File: src/rtl/pcie_link_reset_seq.sv
// rtl/pcie_link_reset_seq.sv - timed PERST#/npor sequencer with LTSSM L0 watch and retry
// Holds the PCIe HIP in reset for a fixed time, then waits for a stable L0 or retries.
module pcie_link_reset_seq #(
  parameter int unsigned PERST_CYCLES        = 100000,
  parameter int unsigned LINK_TIMEOUT_CYCLES = 5000000,
  parameter int unsigned STABLE_CYCLES       = 16,
  parameter int unsigned MAX_RETRIES         = 3,
  parameter logic [4:0]  LTSSM_L0            = 5'h0F,
  parameter int unsigned CNT_W               = 24,
  parameter int unsigned RTY_W               = 2
) (
  input  logic             clk,
  input  logic             reset_n,
  input  logic             hps_reset_n,
  input  logic             sw_reset_req,
  input  logic [4:0]       ltssm_state,
  output logic             perst_n,
  output logic             npor,
  output logic             link_up,
  output logic             link_fail,
  output logic [RTY_W-1:0] retry_count,
  output logic [1:0]       seq_state
);

  localparam logic [1:0] ST_RST_ASSERT = 2'd0;
  localparam logic [1:0] ST_TRAINING   = 2'd1;
  localparam logic [1:0] ST_LINK_UP    = 2'd2;
  localparam logic [1:0] ST_FAILED     = 2'd3;

  localparam int unsigned STB_W = (STABLE_CYCLES > 1) ? $clog2(STABLE_CYCLES) : 1;

  localparam logic [CNT_W-1:0] PERST_LAST   = CNT_W'(PERST_CYCLES - 1);
  localparam logic [CNT_W-1:0] TIMEOUT_LAST = CNT_W'(LINK_TIMEOUT_CYCLES - 1);
  localparam logic [STB_W-1:0] STABLE_LAST  = STB_W'(STABLE_CYCLES - 1);
  localparam logic [RTY_W-1:0] RETRY_MAX    = RTY_W'(MAX_RETRIES);

  logic [1:0]       state_q, state_d;
  logic [CNT_W-1:0] cnt_q, cnt_d;
  logic [STB_W-1:0] stable_cnt_q, stable_cnt_d;
  logic [RTY_W-1:0] retry_q, retry_d;
  logic             sw_req_prev_q, sw_req_prev_d;
  logic [4:0]       ltssm_meta_q, ltssm_meta_d;
  logic [4:0]       ltssm_s_q, ltssm_s_d;
  logic             perst_n_q, perst_n_d;
  logic             npor_q, npor_d;
  logic             link_up_q, link_up_d;
  logic             link_fail_q, link_fail_d;

  logic req_edge;
  logic ltssm_is_l0;
  logic retry_left;

  always_comb begin
    state_d       = state_q;
    cnt_d         = cnt_q;
    stable_cnt_d  = stable_cnt_q;
    retry_d       = retry_q;
    sw_req_prev_d = sw_reset_req;
    ltssm_meta_d  = ltssm_state;
    ltssm_s_d     = ltssm_meta_q;

    req_edge    = sw_reset_req & ~sw_req_prev_q;
    ltssm_is_l0 = (ltssm_s_q == LTSSM_L0);
    retry_left  = (retry_q < RETRY_MAX);

    if (!hps_reset_n || req_edge) begin
      state_d      = ST_RST_ASSERT;
      cnt_d        = '0;
      stable_cnt_d = '0;
      retry_d      = '0;
    end else begin
      case (state_q)
        ST_RST_ASSERT: begin
          stable_cnt_d = '0;
          if (cnt_q == PERST_LAST) begin
            state_d = ST_TRAINING;
            cnt_d   = '0;
          end else begin
            cnt_d = cnt_q + CNT_W'(1);
          end
        end
        ST_TRAINING: begin
          cnt_d        = cnt_q + CNT_W'(1);
          stable_cnt_d = ltssm_is_l0 ? stable_cnt_q + STB_W'(1) : '0;
          // Stability is checked first so it wins over a coincident timeout.
          if (ltssm_is_l0 && (stable_cnt_q == STABLE_LAST)) begin
            state_d      = ST_LINK_UP;
            cnt_d        = '0;
            stable_cnt_d = '0;
          end else if (cnt_q == TIMEOUT_LAST) begin
            cnt_d        = '0;
            stable_cnt_d = '0;
            if (retry_left) begin
              retry_d = retry_q + RTY_W'(1);
              state_d = ST_RST_ASSERT;
            end else begin
              state_d = ST_FAILED;
            end
          end
        end
        ST_LINK_UP: begin
          if (!ltssm_is_l0) begin
            cnt_d        = '0;
            stable_cnt_d = '0;
            if (retry_left) begin
              retry_d = retry_q + RTY_W'(1);
              state_d = ST_RST_ASSERT;
            end else begin
              state_d = ST_FAILED;
            end
          end
        end
        default: begin
          state_d = ST_FAILED;
        end
      endcase
    end

    perst_n_d   = (state_d == ST_TRAINING) || (state_d == ST_LINK_UP);
    npor_d      = perst_n_d;
    link_up_d   = (state_d == ST_LINK_UP);
    link_fail_d = (state_d == ST_FAILED);
  end

  always_ff @(posedge clk) begin
    if (!reset_n) begin
      state_q       <= ST_RST_ASSERT;
      cnt_q         <= '0;
      stable_cnt_q  <= '0;
      retry_q       <= '0;
      sw_req_prev_q <= 1'b1;
      ltssm_meta_q  <= '0;
      ltssm_s_q     <= '0;
      perst_n_q     <= 1'b0;
      npor_q        <= 1'b0;
      link_up_q     <= 1'b0;
      link_fail_q   <= 1'b0;
    end else begin
      state_q       <= state_d;
      cnt_q         <= cnt_d;
      stable_cnt_q  <= stable_cnt_d;
      retry_q       <= retry_d;
      sw_req_prev_q <= sw_req_prev_d;
      ltssm_meta_q  <= ltssm_meta_d;
      ltssm_s_q     <= ltssm_s_d;
      perst_n_q     <= perst_n_d;
      npor_q        <= npor_d;
      link_up_q     <= link_up_d;
      link_fail_q   <= link_fail_d;
    end
  end

  assign perst_n     = perst_n_q;
  assign npor        = npor_q;
  assign link_up     = link_up_q;
  assign link_fail   = link_fail_q;
  assign retry_count = retry_q;
  assign seq_state   = state_q;

endmodule
File: config.mk
export PLATFORM = sky130hd
export DESIGN_NAME = pcie_link_reset_seq
export DESIGN_NICKNAME = d
export VERILOG_FILES = /design/src/rtl/pcie_link_reset_seq.sv
export SDC_FILE = /design/constraint.sdc
export NUM_CORES = 1
export LEC_CHECK = 0
export ABC_AREA = 1
export CAP_MARGIN = 40
export CORE_UTILIZATION = 59
export CTS_CLUSTER_SIZE = 16
export DETAILED_ROUTE_END_ITERATION = 7
export PLACE_DENSITY = 0.81
export SLEW_MARGIN = 15
export SYNTH_ARGS = -nofsm -noshare
export SYNTH_HDL_FRONTEND = slang
export SYNTH_SLANG_ARGS = --single-unit
File: constraint.sdc
create_clock -name clk -period 4.54 [get_ports clk]
set_input_delay 0.681 -clock clk [delete_from_list [all_inputs] [get_ports clk]]
set_output_delay 0.681 -clock clk [all_outputs]
set_load 0.02 [all_outputs]
==> results.py <==
metrics = {
    "run_status": {
        "status": "complete, no violations",
    },
    "sta": {
        "fmax_ghz": 0.4038,
        "fin_crit_sh_pct": 54.54,
        "timing.setup.tns_ns": 0,
        "layout_setup_ws_ns": 2.064,
        "slew_headroom_pct": 43.69,
        "post-route-min-period_ns": 2.476,
        "hold_violations": 0,
        "setup_viol": 0,
        "drv_slew": 0,
        "rsz0062_at_grt": "false",
        "tightest_slew_ns": 0.8437,
        "skew_ns": 0.01162,
    },
    "synthesis": {
        "syn_inst": 464,
        "ys_ff_latch": 46,
        "ys_warn_count": 0,
        "syn-cell-area_mm2": 0.002878,
        "seq_area_frac_synth_pct": 32.00,
        "async_flop_share_pct": 0,
        "synth_cell_types": 30,
        "synthXorXnorAreaFrac_pct": 0.9130,
        "yosys.area_share.adder_pct": 3.913,
        "synthMuxAreaShare_pct": 0,
        "synth_compound_area_share_pct": 4.522,
        "syn_avg_cell_area_um2": 6.202,
        "syn_nets": 482,
        "synth-edff-count": 0,
        "synth_top_family_by_area": "simple AND/OR/NAND/NOR gates",
        "yosys.area_share.simple_pct": 44.74,
        "synth_ff_type": "dfxtp_1",
    },
    "worst_setup_path": {
        "critPathKind": "input port to flop",
        "max_stage_delay_ns": 0.72,
        "cp.required_ns": 4.81,
        "critPathCaptureType": "flop",
        "r2r_setup_slack_ns": 2.27,
        "cpLargestDelayFamily": "buffers and inverters",
        "slowest_stage": "clkdlybuf4s50_1",
        "cp.arrival_ns": 2.75,
        "crit_path_frequent_cell": "inv_1",
        "crit_path_start_kind": "input port",
        "path_max_fanout": 19,
        "cp_num_buf_inv": 4,
        "path_cells": "clkdlybuf4s50_1 > inv_1 > nor2_2 > inv_2 > nor3b_2 > nand2_1 > inv_1",
    },
    "clock_network": {
        "cts_buffers": 5,
        "h-tree-depth": 2,
        "cts_resized": 0,
        "clkLatencyLatePin_ns": 0.31,
        "cts_tree": "done",
        "hold_buffers": 0,
        "cts_root_buffer": "clkbuf_8",
        "cts_num_sinks": 46,
        "cts_max_path_buffers": 2,
        "clk_pin_slew_ns": 0.10,
        "post_cts_buffers": 0,
    },
    "placed_design": {
        "hpwl_um": 4852,
        "preCtsSetupSlack_ns": 1.734,
        "port_buffers": 16,
        "place_congestion": 0.9047,
    },
    "global_routing": {
        "grt_util_all_layers_pct": 26.28,
        "grt_max_degree": 21,
        "antenna_found_initial": 0,
        "grt_overflow": 0,
        "grt_pass1_wl_um": 10520,
        "grt_pass1_vias": 2442,
    },
    "detailed_routing": {
        "dr.pass1.iters": 5,
        "ant_nets": 0,
        "drt_iter0_drc": 264,
        "drt-wirelength-per-cell_um": 11.47,
        "post-route-drc-count": 0,
        "vias_per_cell": 5.040,
        "via_count": 2757,
        "wl_um": 6276,
    },
    "floorplan": {
        "fp.dieArea_mm2": 0.005161,
        "core_area_mm2": 0.004723,
        "io_pins": 17,
        "start_util_pct": 60.93,
        "dieWidth_um": 71.84,
        "fp.dieH_um": 71.84,
        "row_count": 25,
    },
    "cells_and_area": {
        "antenna_cells": 0,
        "fillers": 450,
        "final_net_count": 497,
        "syn2layout_area_growth_pct": 9.826,
        "drive_gt1_share_pct": 9.792,
    },
    "pwr": {
        "p_int_w": 0.0005345,
        "p_sw_w": 0.0001778,
        "p_comb_share_pct": 3.4,
        "vdd_drop_max_mv": 0.2355,
        "pwr-share-clk_pct": 38.9,
        "switching_share_pct": 24.96,
        "sequentialPowerShare_pct": 57.7,
        "powerDensity_mw_per_mm2": 225.4,
        "power.leakage_nw": 1.590,
    },
    "run": {
        "max_cap_violations": 0,
    },
    "worst_hold_path": {
        "hp-class": "flop to flop",
    },
}
## layout by cell type, fill, tap and decap left out, types with 6 or more instances in the layout
cell / instances
inv_2: 7
a21oi_1: 9
nand3_1: 26
inv_1: 80
clkdlybuf4s50_1: 16
o21ai_1: 6
nor3_1: 7
nand2_2: 10
ha_1: 9
nor2_1: 80
dfxtp_1: 46
nand2_1: 129
nand4_1: 14
nor2_2: 8
## worst paths after layout
kind | to | start | cells after the start
max | cnt_q[10] | reset_n | 7
max reg2reg | cnt_q[2] | seq_state[1] | 8
min reg2reg | ltssm_s_q[0] | ltssm_meta_q[0] | 2
min | ltssm_s_q[0] | ltssm_meta_q[0] | 2
## power groups by stage
stage / Clock [W] / Sequential [W] / Combinational, W
3_5_place_dp: 0 / 0.000421 / 0.0000244
4_1_cts: 0.000283 / 0.000411 / 0.0000244
5_1_grt: 0.000302 / 0.000412 / 0.0000272
6_report: 0.000277 / 0.000411 / 0.0000242
3_3_place_gp: 0 / 0.000420 / 0.0000235
2_1_floorplan: 0 / 0.000420 / 0.0000139
## per-layer routing
layer / GRT usage [%] / up-vias / wire [µm]
met4: 11.98 / 0 / 90
met5: 0 / - / 0
li1: - / 1440 / -
met1: 32.40 / 1205 / 2744
met2: 44.55 / 103 / 3021
met3: 4.782 / 9 / 420
## worst register-to-register path: stages, from the launching register on
cell,delay (ns)
dfxtp_1,0.36
inv_1,0.10
ha_1,0.37
nor3_1,0.12
a21oi_2,0.49
buf_8,0.24
nand3_4,0.20
nand2_2,0.22
nor2_1,0.06
## Yosys cell counts, types with 2 or more instances
library cell | n | area (µm²)
a21oi_1 | 9 | 45.04
a21oi_2 | 2 | 17.52
buf_2 | 2 | 10.01
buf_4 | 2 | 15.01
buf_6 | 4 | 45.04
dfxtp_1 | 46 | 920.9
ha_1 | 9 | 112.6
inv_1 | 80 | 300.3
inv_2 | 7 | 26.28
nand2_1 | 129 | 484.2
nand2_2 | 10 | 62.56
nand3_1 | 26 | 130.1
nand3_2 | 5 | 50.05
nand4_1 | 14 | 87.58
nor2_1 | 80 | 300.3
nor2_2 | 8 | 50.05
nor3_1 | 7 | 35.03
nor3_2 | 2 | 20.02
o21ai_0 | 3 | 15.01
o21ai_1 | 6 | 30.03
o21bai_1 | 2 | 15.01
xor2_1 | 3 | 26.28
## cells by family (layout without fill, tap and decap cells)
| kind of cell | count (synthesis) | in the layout |
|---|---|---|
| XOR/XNOR | 3 | 3 |
| flip-flops | 46 | 46 |
| adder cells (fa/ha/maj) | 9 | 9 |
| AND/OR/NAND/NOR | 287 | 287 |
| AO/OA/AOI/OAI | 23 | 23 |
| buffers and inverters | 96 | 112 |
## area by class of cell
class | instances | area (µm²) | share of cell area, %
clock inverters | 3 | 28.78 | 0.9105
repair buffers | 17 | 175.2 | 5.542
multi-input cells | 322 | 1556 | 49.25
clock buffers | 5 | 68.82 | 2.177
well taps | 67 | 83.83 | 2.652
inverters | 87 | 326.6 | 10.33
flip-flops and latches | 46 | 920.9 | 29.14
## sequential cells by signal (all words and copies together), names as in the netlist, 2 cells and up
| name | flops |
|---|---|
| ltssm_meta_q | 5 |
| ltssm_s_q | 5 |
| cnt_q | 24 |
| seq_state | 2 |
| retry_count | 2 |
| stable_cnt_q | 4 |
## through the flow
stage               cell area [µm²]  hold slack (ns)  instances  util [%]  power (W)
floorplan                      2878           0.3900        464         -  0.0004338
global placement               3048           0.3923        538     64.53  0.0004439
detailed placement             3063           0.4028        539     64.85  0.0004451
CTS                            3161           0.4118        547     66.91  0.0007183
global route                   3161           0.4334        547     66.91  0.0007412
finish                         3161           0.4086        547     66.91  0.0007123
Power figures use the tool's default switching activity.
